[src/rtl/blink_seg_scan.sv]
// blink_seg_scan: 4-digit common-anode 7-seg scanner with guard time and edit-field blink blanking; in: clk, rst_n, blink, digits[15:0], dp_in[3:0], edit_sel[1:0]; out (active-low): an[3:0], seg[6:0], dp
module blink_seg_scan #(
   parameter int REFRESH_DIV = 50000,
   parameter int GUARD       = 16,
   parameter int CNT_W       = 16
) (
   input  logic        clk,
   input  logic        rst_n,
   input  logic        blink,
   input  logic [15:0] digits,
   input  logic [3:0]  dp_in,
   input  logic [1:0]  edit_sel,
   output logic [3:0]  an,
   output logic [6:0]  seg,
   output logic        dp
);
   logic [CNT_W-1:0] cnt;
   logic [1:0]       idx;
   logic             b1, b2, off, last;
   logic [3:0]       cur;
   logic [6:0]       dec;
   always_comb begin
      cur  = digits[{idx, 2'b00} +: 4];
      last = cnt == CNT_W'(REFRESH_DIV - 1);
      off  = cnt < CNT_W'(GUARD) ||
             (!b2 && (edit_sel == 2'd3 || (edit_sel == 2'd1 && !idx[1]) || (edit_sel == 2'd2 && idx[1])));
      case (cur)
         4'd0:    dec = 7'b1000000;
         4'd1:    dec = 7'b1111001;
         4'd2:    dec = 7'b0100100;
         4'd3:    dec = 7'b0110000;
         4'd4:    dec = 7'b0011001;
         4'd5:    dec = 7'b0010010;
         4'd6:    dec = 7'b0000010;
         4'd7:    dec = 7'b1111000;
         4'd8:    dec = 7'b0000000;
         4'd9:    dec = 7'b0010000;
         default: dec = 7'b0111111;
      endcase
   end
   always_ff @(posedge clk) begin
      if (!rst_n) begin
         cnt <= '0;
         idx <= '0;
         b1  <= 1'b0;
         b2  <= 1'b0;
         an  <= 4'hF;
         seg <= 7'h7F;
         dp  <= 1'b1;
      end else begin
         b1  <= blink;
         b2  <= b1;
         cnt <= last ? '0 : cnt + 1'b1;
         idx <= last ? idx + 1'b1 : idx;
         an  <= off ? 4'hF : ~(4'b0001 << idx);
         seg <= off ? 7'h7F : dec;
         dp  <= off | ~dp_in[idx];
      end
   end
endmodule

[config.mk]
export PLATFORM = sky130hd
export DESIGN_NAME = blink_seg_scan
export DESIGN_NICKNAME = d
export VERILOG_FILES = /design/src/rtl/blink_seg_scan.sv
export SDC_FILE = /design/constraint.sdc
export NUM_CORES = 1
export LEC_CHECK = 0
export ABC_CLOCK_PERIOD_IN_PS = 2300
export BUFFER_PORTS_ARGS = -buffer_cell sky130_fd_sc_hd__buf_2
export CORE_MARGIN = 3
export CORE_UTILIZATION = 55
export CTS_BUF_LIST = sky130_fd_sc_hd__clkbuf_4
export CTS_CLUSTER_DIAMETER = 60
export DETAILED_ROUTE_END_ITERATION = 12
export GPL_TIMING_DRIVEN = 0
export MAX_ROUTING_LAYER = met4
export PLACE_DENSITY = 0.89
export SLEW_MARGIN = 30
export SYNTH_ARGS = -nofsm -noshare
export SYNTH_HDL_FRONTEND = slang
export SYNTH_SLANG_ARGS = --single-unit
[constraint.sdc]
create_clock -name clk -period 2.3 [get_ports clk]
set_input_delay 0.115 -clock clk [delete_from_list [all_inputs] [get_ports clk]]
set_output_delay 0.115 -clock clk [all_outputs]
set_load 0.05 [all_outputs]
# Word level (Yosys, flattened, before mapping)
# Memory sizes are Yosys's and may differ from the RTL's. A register that Yosys moved wholly into a read port is not among the register bits.
# Cells that the tools add are included.
[word_totals]
regBits = 25
latchBits = 0
ramBits = 0
romBits = 112
in_bits = 25
output_inout_bits = 12
word_cells = 33
mem_count = 1
[classes]
add_sub_neg = 2
multipliers = 0
div_mod_pow = 0
magnitude_cmp = 2
n_eq_ne = 4
n_shift = 2
muxes = 2
bitwise_logic = 4
reduce_logical = 10
[memory_table]
columns = ["memory", "depth", "word_bits", "rd", "rd_clocked_by_memory_dff", "write_ports", "line_no", "source"]
rows = [
  ["(no name shown)", 16, 7, 1, 1, 0, "27", "case (cur)"],
]
[ops]
columns = ["operator", "n"]
rows = [
  ["adder 16 x 1 -> 16 bit, second input constant", 1],
  ["== test 16 bit, second input constant", 1],
  ["less-than comparator 16 x 5 -> 1 bit, second input constant", 1],
  ["variable part select 16 x 5 -> 4 bit", 1],
  ["== test 2 bit, second input constant", 2],
  ["inverter 4 bit", 1],
  ["OR reduction 2 bit", 2],
  ["left shift 1 x 2 -> 4 bit, first input constant", 1],
  ["logical AND 1 bit", 3],
  ["logical OR 1 bit", 3],
  ["less-than comparator 2 x 3 -> 1 bit, second input constant", 1],
  ["adder 2 x 1 -> 2 bit, second input constant", 1],
  ["binary-select mux 1 bit (select 2 bit)", 1],
  ["== test 2 x 1 -> 1 bit, second input constant", 1],
  ["zero test 1 bit", 2],
  ["inverter 1 bit", 2],
  ["two-way mux 1 bit", 1],
  ["bitwise OR 1 bit", 1],
]

# Logic depth before layout (Yosys ltp)
# Gate-level depths: netlist (run 1).
[logic_depth]
word_depth = 7
depth_mapped = 7
mapped_depth_nobuf = 6

# Worst setup path before layout (run 1)
# No wires, ideal clock.
[synth_path]
path_type = "flip-flop to flip-flop"
from = "reg idx[0]"
to = "reg seg[3]"
setup_time_ps = 135
t_arrival_ps = 1919
required_time_ps = 2165
setup_slack_ps = 246
stages_incl_launch_ff = 7
n_path_buf = 1
period_less_slack_ps = 2054
cell_sequence = "dfxtp_1 clkbuf_1 mux4_2 ha_1 or2_2 a21oi_1 o21ai_0"
[synth_via]
elab_chain_cells = 1
[synth_lines]
columns = ["item", "line_no", "source"]
rows = [
  ["start, declared", "18", "logic [1:0] idx;"],
  ["start signal, assigned", "54", "idx <= last ? idx + 1'b1 : idx;"],
  ["variable part select 16 x 5 -> 4 bit", "23", "cur = digits[{idx, 2'b00} +: 4];"],
  ["end, declared", "14", "output logic [6:0] seg,"],
]
# Every way passes these cells.
# A chain may end at the register's enable or synchronous reset.

# Final worst setup path (run 1)
[layout_path]
from = "reg idx[1]"
to = "reg seg[3]"
[layout_via]
elab_chain_cells = 7
word_cells_on_any_way = 9
cone_classes = "shift (1); reduce/logical (8)"
[layout_lines]
columns = ["item"]
rows = [
  ["parallel branches: the longest is 7 deep, another holds variable part select 16 x 5 -> 4 bit"],
]
# Parallel ways; which one is timed is not known.

==> impl_metrics.json, run 1 <==
{
  "status": "finished, final reports clean",
  "busiest_layer": "met2",
  "worstPathMaxFanout": 8,
  "ys.warnings.count": 0,
  "layout_commonest_cell": "buf_2",
  "antenna_found_initial": 0,
  "drive_gt1_frac": 0.2619,
  "post-place-cells": 232,
  "dieArea_um2": 3476,
  "final_nets": 245,
  "setup_violations": 0,
  "coreArea_um2": 2567,
  "peakVddDrop_uv": 482.6,
  "final-hold-violation-count": 0,
  "worstHoldEndpoint": "b1$_SDFF_PN0_",
  "ys_seq_elements": 32,
  "grt_util_met2": 0.4180,
  "grt_pass1_wl_um": 5865,
  "dpl.hpwl_um": 2710,
  "yosys.area.top_type": "dfxtp_1",
  "drtIter0Drc": 52,
  "wl_per_cell_um": 14.58,
  "setup_slack_ns": 0.1805,
  "relSlewSlack": 0.6880,
  "ant_nets": 0,
  "cts_buffers": 5,
  "final_cell_mix": "buf_2, dfxtp_1, nor2_1",
  "cp_data_required_time_ns": 2.50,
  "pin_count": 37,
  "drc_errors": 0,
  "grt_max_degree": 11,
  "syn-cell-area_um2": 1543,
  "fmax_ghz": 0.4718,
  "final_area_um2": 1817,
  "totalPowerFinal_mw": 0.9273,
  "htreeDepth": 2,
  "grt_usage": 0.2323,
  "clock_sinks": 32,
  "cts_root_buffer": "clkbuf_4",
  "grt_pass1_vias": 1412,
  "whs_ns": 0.08627,
  "ys_types": 30,
  "wl_um": 3499,
  "use_met3": 0.05482,
  "synth.top_cell.area_share": 0.4152,
  "cts_tree": "done",
  "r2r_start": "idx[1]$_SDFFE_PN0N_",
  "synthCells": 166,
  "path_class": "flop to flop",
  "rr_worst_depth": 7,
  "clk_latency_ns": 0.34,
  "drv_slew": 0,
  "via_count": 1343,
  "stdcell_count": 240,
  "place_ws_ns": -0.01881,
  "grt_use_met1": 0.2268,
  "initial_core_util": 0.6009,
  "fp.dieW_um": 58.96,
  "hold_path.class": "input port to flop",
  "final_util": 0.7076,
  "port_buffers": 36,
  "die_height_um": 58.96,
  "clk_pin_slew_ns": 0.09,
  "fill_cells": 206,
  "r2r_slack_ns": 0.18,
  "min_from": "rst_n",
  "drv_cap": 0,
  "synth_seq_area_share": 0.4152,
  "end_kind": "flop",
  "syn_nets": 201,
  "vias_per_cell": 5.596,
  "drtPass1Iterations": 4,
  "multi_input_area_um2": 834.6,
  "worst_pin_slew_ns": 0.4680,
  "period_needed_ns": 2.120,
  "fin_setup_tns_ns": 0,
  "synthTopCellsByArea": "dfxtp_1, ha_1, mux4_2",
  "overflow": 0,
  "cp_data_arrival_time_ns": 2.32,
  "rsz0062_at_grt": "false",
  "place_area_um2": 1760,
  "p_leak_nw": 0.6951,
  "r2r_end": "seg[3]$_SDFF_PP1_",
  "start_kind": "flop",
  "syn2layout_area_growth_pct": 17.76,
  "regArea_um2": 640.6,
  "powerDensity_nw_per_um2": 510.4,
  "skew_ns": 0.01262,
  "antenna_cells": 0,
  "syn_avg_cell_area_um2": 9.294,
  "std_cell_rows": 18,
  "hold_depth": 2,
  "final.period_utilization": 0.9215,
  "clockBufferDepth": 2,
  "gp_congestion": 0.8295
}
[critical path, cell delays in order (launching register included)]
cell and delay [ns]:
dfxtp_1 0.37, clkbuf_1 0.39, mux4_2 0.35, inv_1 0.11, ha_1 0.20, or2_2 0.30, a21oi_1 0.18, o21ai_0 0.10
[registers in the layout, indices dropped and copies added, names as in the netlist]
name,count
b2,1
cnt,16
b1,1
dp,1
idx,2
an,4
seg,7
[how the worst max path moves through the flow]
stage | start | to | depth (start not counted)
detailed placement | idx[0]$_SDFFE_PN0N_ | seg[3]$_SDFF_PP1_ | 6
CTS | idx[0]$_SDFFE_PN0N_ | seg[3]$_SDFF_PP1_ | 6
floorplan | idx[0]$_SDFFE_PN0N_ | seg[3]$_SDFF_PP1_ | 6
global route | idx[1]$_SDFFE_PN0N_ | seg[3]$_SDFF_PP1_ | 7
finish | idx[1]$_SDFFE_PN0N_ | seg[3]$_SDFF_PP1_ | 7
global placement | idx[0]$_SDFFE_PN0N_ | seg[3]$_SDFF_PP1_ | 6
[kinds of logic after synthesis]
logic type / Yosys count / synth area share
simple gates: 65 / 0.2206
flops: 32 / 0.4152
compound gates: 27 / 0.09733
buf+inv: 15 / 0.04380
xor+xnor: 11 / 0.06245
fa+ha+maj: 10 / 0.08110
mux: 6 / 0.07948
[power by group]
| part | internal, mW | switching (mW) |
|---|---|---|
| Sequential | 0.560 | 0.00441 |
| Clock | 0.106 | 0.181 |
| Combinational | 0.0383 | 0.0373 |
[repair_timing]
item,4_1_cts,5_1_grt
setup buffers,0,0
endpoints found under the hold margin,1,0
hold buffers,1,0
gates resized for setup,1,1
setup endpoints to repair,2,1
[layer usage]
metal / up-vias / wire (um)
met1: 630 / 1357
met2: 36 / 1849
met4: 0 / 105
met3: 13 / 187
met5: - / 0
li1: 664 / -
[cells in the mapped netlist]
master    instances
ha_1             10
a31oi_1           1
o31ai_1           1
buf_4             1
nor2_1           16
o21ai_4           1
mux4_2            5
xor2_1            3
or4_1             1
or4_4             2
nor3_1            1
nor4_1            6
xnor2_1           8
o21ai_0          13
clkbuf_1          3
or2_2             2
mux2i_1           1
a21oi_1          11
nand2b_1          3
and2_1            3
dfxtp_1          32
buf_6             1
or3_1             5
or3_2             1
inv_1            10
nand2_1          12
and3_1            1
nand4_1           3
nand3_1           8
and4_1            1
[cell type report]
cell class,count,area share
multi-input cells,119,0.4594
flip-flops and latches,32,0.3526
repair buffers,37,0.1047
clock buffers,5,0.02066
inverters,10,0.02066
well taps,30,0.02066
plain buffers,5,0.01722
clock inverters,2,0.004132
Power figures use the tool's default switching activity.
==> run 2, diff against run 1 <==
--- a/config.mk
+++ b/config.mk
@@ -12,9 +12,11 @@
 export CTS_BUF_LIST = sky130_fd_sc_hd__clkbuf_4
 export CTS_CLUSTER_DIAMETER = 60
 export DETAILED_ROUTE_END_ITERATION = 12
+export GPL_ROUTABILITY_DRIVEN = 1
 export GPL_TIMING_DRIVEN = 0
 export MAX_ROUTING_LAYER = met4
 export PLACE_DENSITY = 0.89
+export REMOVE_ABC_BUFFERS = 1
 export SLEW_MARGIN = 30
 export SYNTH_ARGS = -nofsm -noshare
 export SYNTH_HDL_FRONTEND = slang
==> run 2 against run 1 <==
Against the previous run: hold slack got worse by 0.0016 ns; worst setup slack improved by 0.026 ns; sequential power about the same; global-route usage shrank 2.1 points; sequential share of layout area about the same; core utilization barely moved; critical path type unchanged; largest power group unchanged.
==> impl_metrics.json, run 2 (synthesis gave the netlist of run 1 again) <==
{
  "status": "finished, final reports clean",
  "layout_commonest_cell": "buf_2",
  "path_class": "flop to flop",
  "place_area_um2": 1730,
  "fp.dieW_um": 58.96,
  "stdcell_count": 236,
  "relSlewSlack": 0.4502,
  "dieArea_um2": 3476,
  "start_kind": "flop",
  "setup_violations": 0,
  "drv_slew": 0,
  "pin_count": 37,
  "hold_path.class": "input port to flop",
  "end_kind": "flop",
  "htreeDepth": 2,
  "clk_pin_slew_ns": 0.10,
  "final_cell_mix": "buf_2, dfxtp_1, nor2_1",
  "grt_max_degree": 16,
  "regMostFlops": "cnt",
  "coreArea_um2": 2567,
  "fin_setup_tns_ns": 0,
  "peakVddDrop_uv": 572.5,
  "final.period_utilization": 0.9101,
  "drive_gt1_frac": 0.2573,
  "whs_ns": 0.08469,
  "final_nets": 240,
  "rsz0062_at_grt": "false",
  "worst_pin_slew_ns": 0.8208,
  "antenna_cells": 0,
  "worstPathMaxFanout": 9,
  "ant_nets": 0,
  "via_count": 1313,
  "grt_usage": 0.2110,
  "initial_core_util": 0.6009,
  "overflow": 0,
  "hold_depth": 2,
  "clock_sinks": 32,
  "wl_per_cell_um": 13.29,
  "antenna_found_initial": 0,
  "final-hold-violation-count": 0,
  "drv_cap": 0,
  "cp_data_arrival_time_ns": 2.27,
  "post-place-cells": 227,
  "cts_tree": "done",
  "clk_latency_ns": 0.33,
  "syn2layout_area_growth_pct": 17.68,
  "rr_worst_depth": 5,
  "grt_pass1_vias": 1296,
  "drtIter0Drc": 23,
  "powerDensity_nw_per_um2": 574.3,
  "cp_data_required_time_ns": 2.48,
  "wl_um": 3136,
  "reg_top3": "cnt (16), seg (7), an (4)",
  "fmax_ghz": 0.4777,
  "cts_root_buffer": "clkbuf_4",
  "gp_congestion": 0.8550,
  "die_height_um": 58.96,
  "drc_errors": 0,
  "dpl.hpwl_um": 2462,
  "grt_pass1_wl_um": 5244,
  "skew_ns": 0.008683,
  "largest_register_ffs": 16,
  "vias_per_cell": 5.564,
  "p_leak_nw": 0.6897,
  "period_needed_ns": 2.093,
  "clockBufferDepth": 2,
  "cts_buffers": 5,
  "std_cell_rows": 18,
  "port_buffers": 36,
  "final_area_um2": 1815,
  "post_cts_resized": 0,
  "drtPass1Iterations": 4
}
run 2: changes by cell type in the layout (fill, tap and decap cells not counted):
cell	change
clkbuf_1	-2
buf_4	-1
buf_6	-1
buf_2	-1
bufinv_16	+1
run 2: worst paths after layout:
kind                                           from                 to  slack [ns]
worst max-delay path            idx[0]$_SDFFE_PN0N_  seg[3]$_SDFF_PP1_        0.21
worst min-delay path                          rst_n      b1$_SDFF_PN0_        0.08
worst max register to register  idx[0]$_SDFFE_PN0N_  seg[3]$_SDFF_PP1_        0.21
worst min register to register        b1$_SDFF_PN0_      b2$_SDFF_PN0_        0.46
run 2: critical path: stages (launching register included):
cell	delay (ns)
dfxtp_1	0.60
mux4_2	0.61
ha_1	0.20
or2_2	0.30
a21oi_1	0.14
o21ai_0	0.08
run 2: area by class of cell:
type,count,area (um2)
clock buffer,5,37.54
clock inverter,3,37.54
fill,196,752.0
inverter,10,37.54
multi-input combinational,119,834.6
sequential,32,640.6
tap,30,37.54
timing repair buffer,37,190.2
run 2: timing repair:
item	in CTS	in global routing
endpoints found under the hold margin	1	0
hold buffers	1	0
buffers inserted	0	0
run 2: metrics by stage:
stage,power (mW),setup slack (ns),utilization
floorplan,0.6156,0.3634,-
global placement,0.6410,0.2235,0.6740
detailed placement,0.6465,0.2068,0.6740
CTS,1.053,0.1963,0.7071
global route,1.089,0.06001,0.7071
finish,1.043,0.2068,0.7071
run 2: metal layers:
metal  GRT usage  vias to the layer above  part of all wire
li1            -                      654                 -
met1      0.1975                      598              0.38
met2      0.3628                       48              0.52
met3     0.07237                       13             0.067
met4      0.1359                        0             0.034
met5           -                        -                 0
run 2: where the power goes:
group / switching (mW) / internal [mW]
registers: 0.00449 / 0.560
clock network: 0.185 / 0.222
logic: 0.0345 / 0.0367
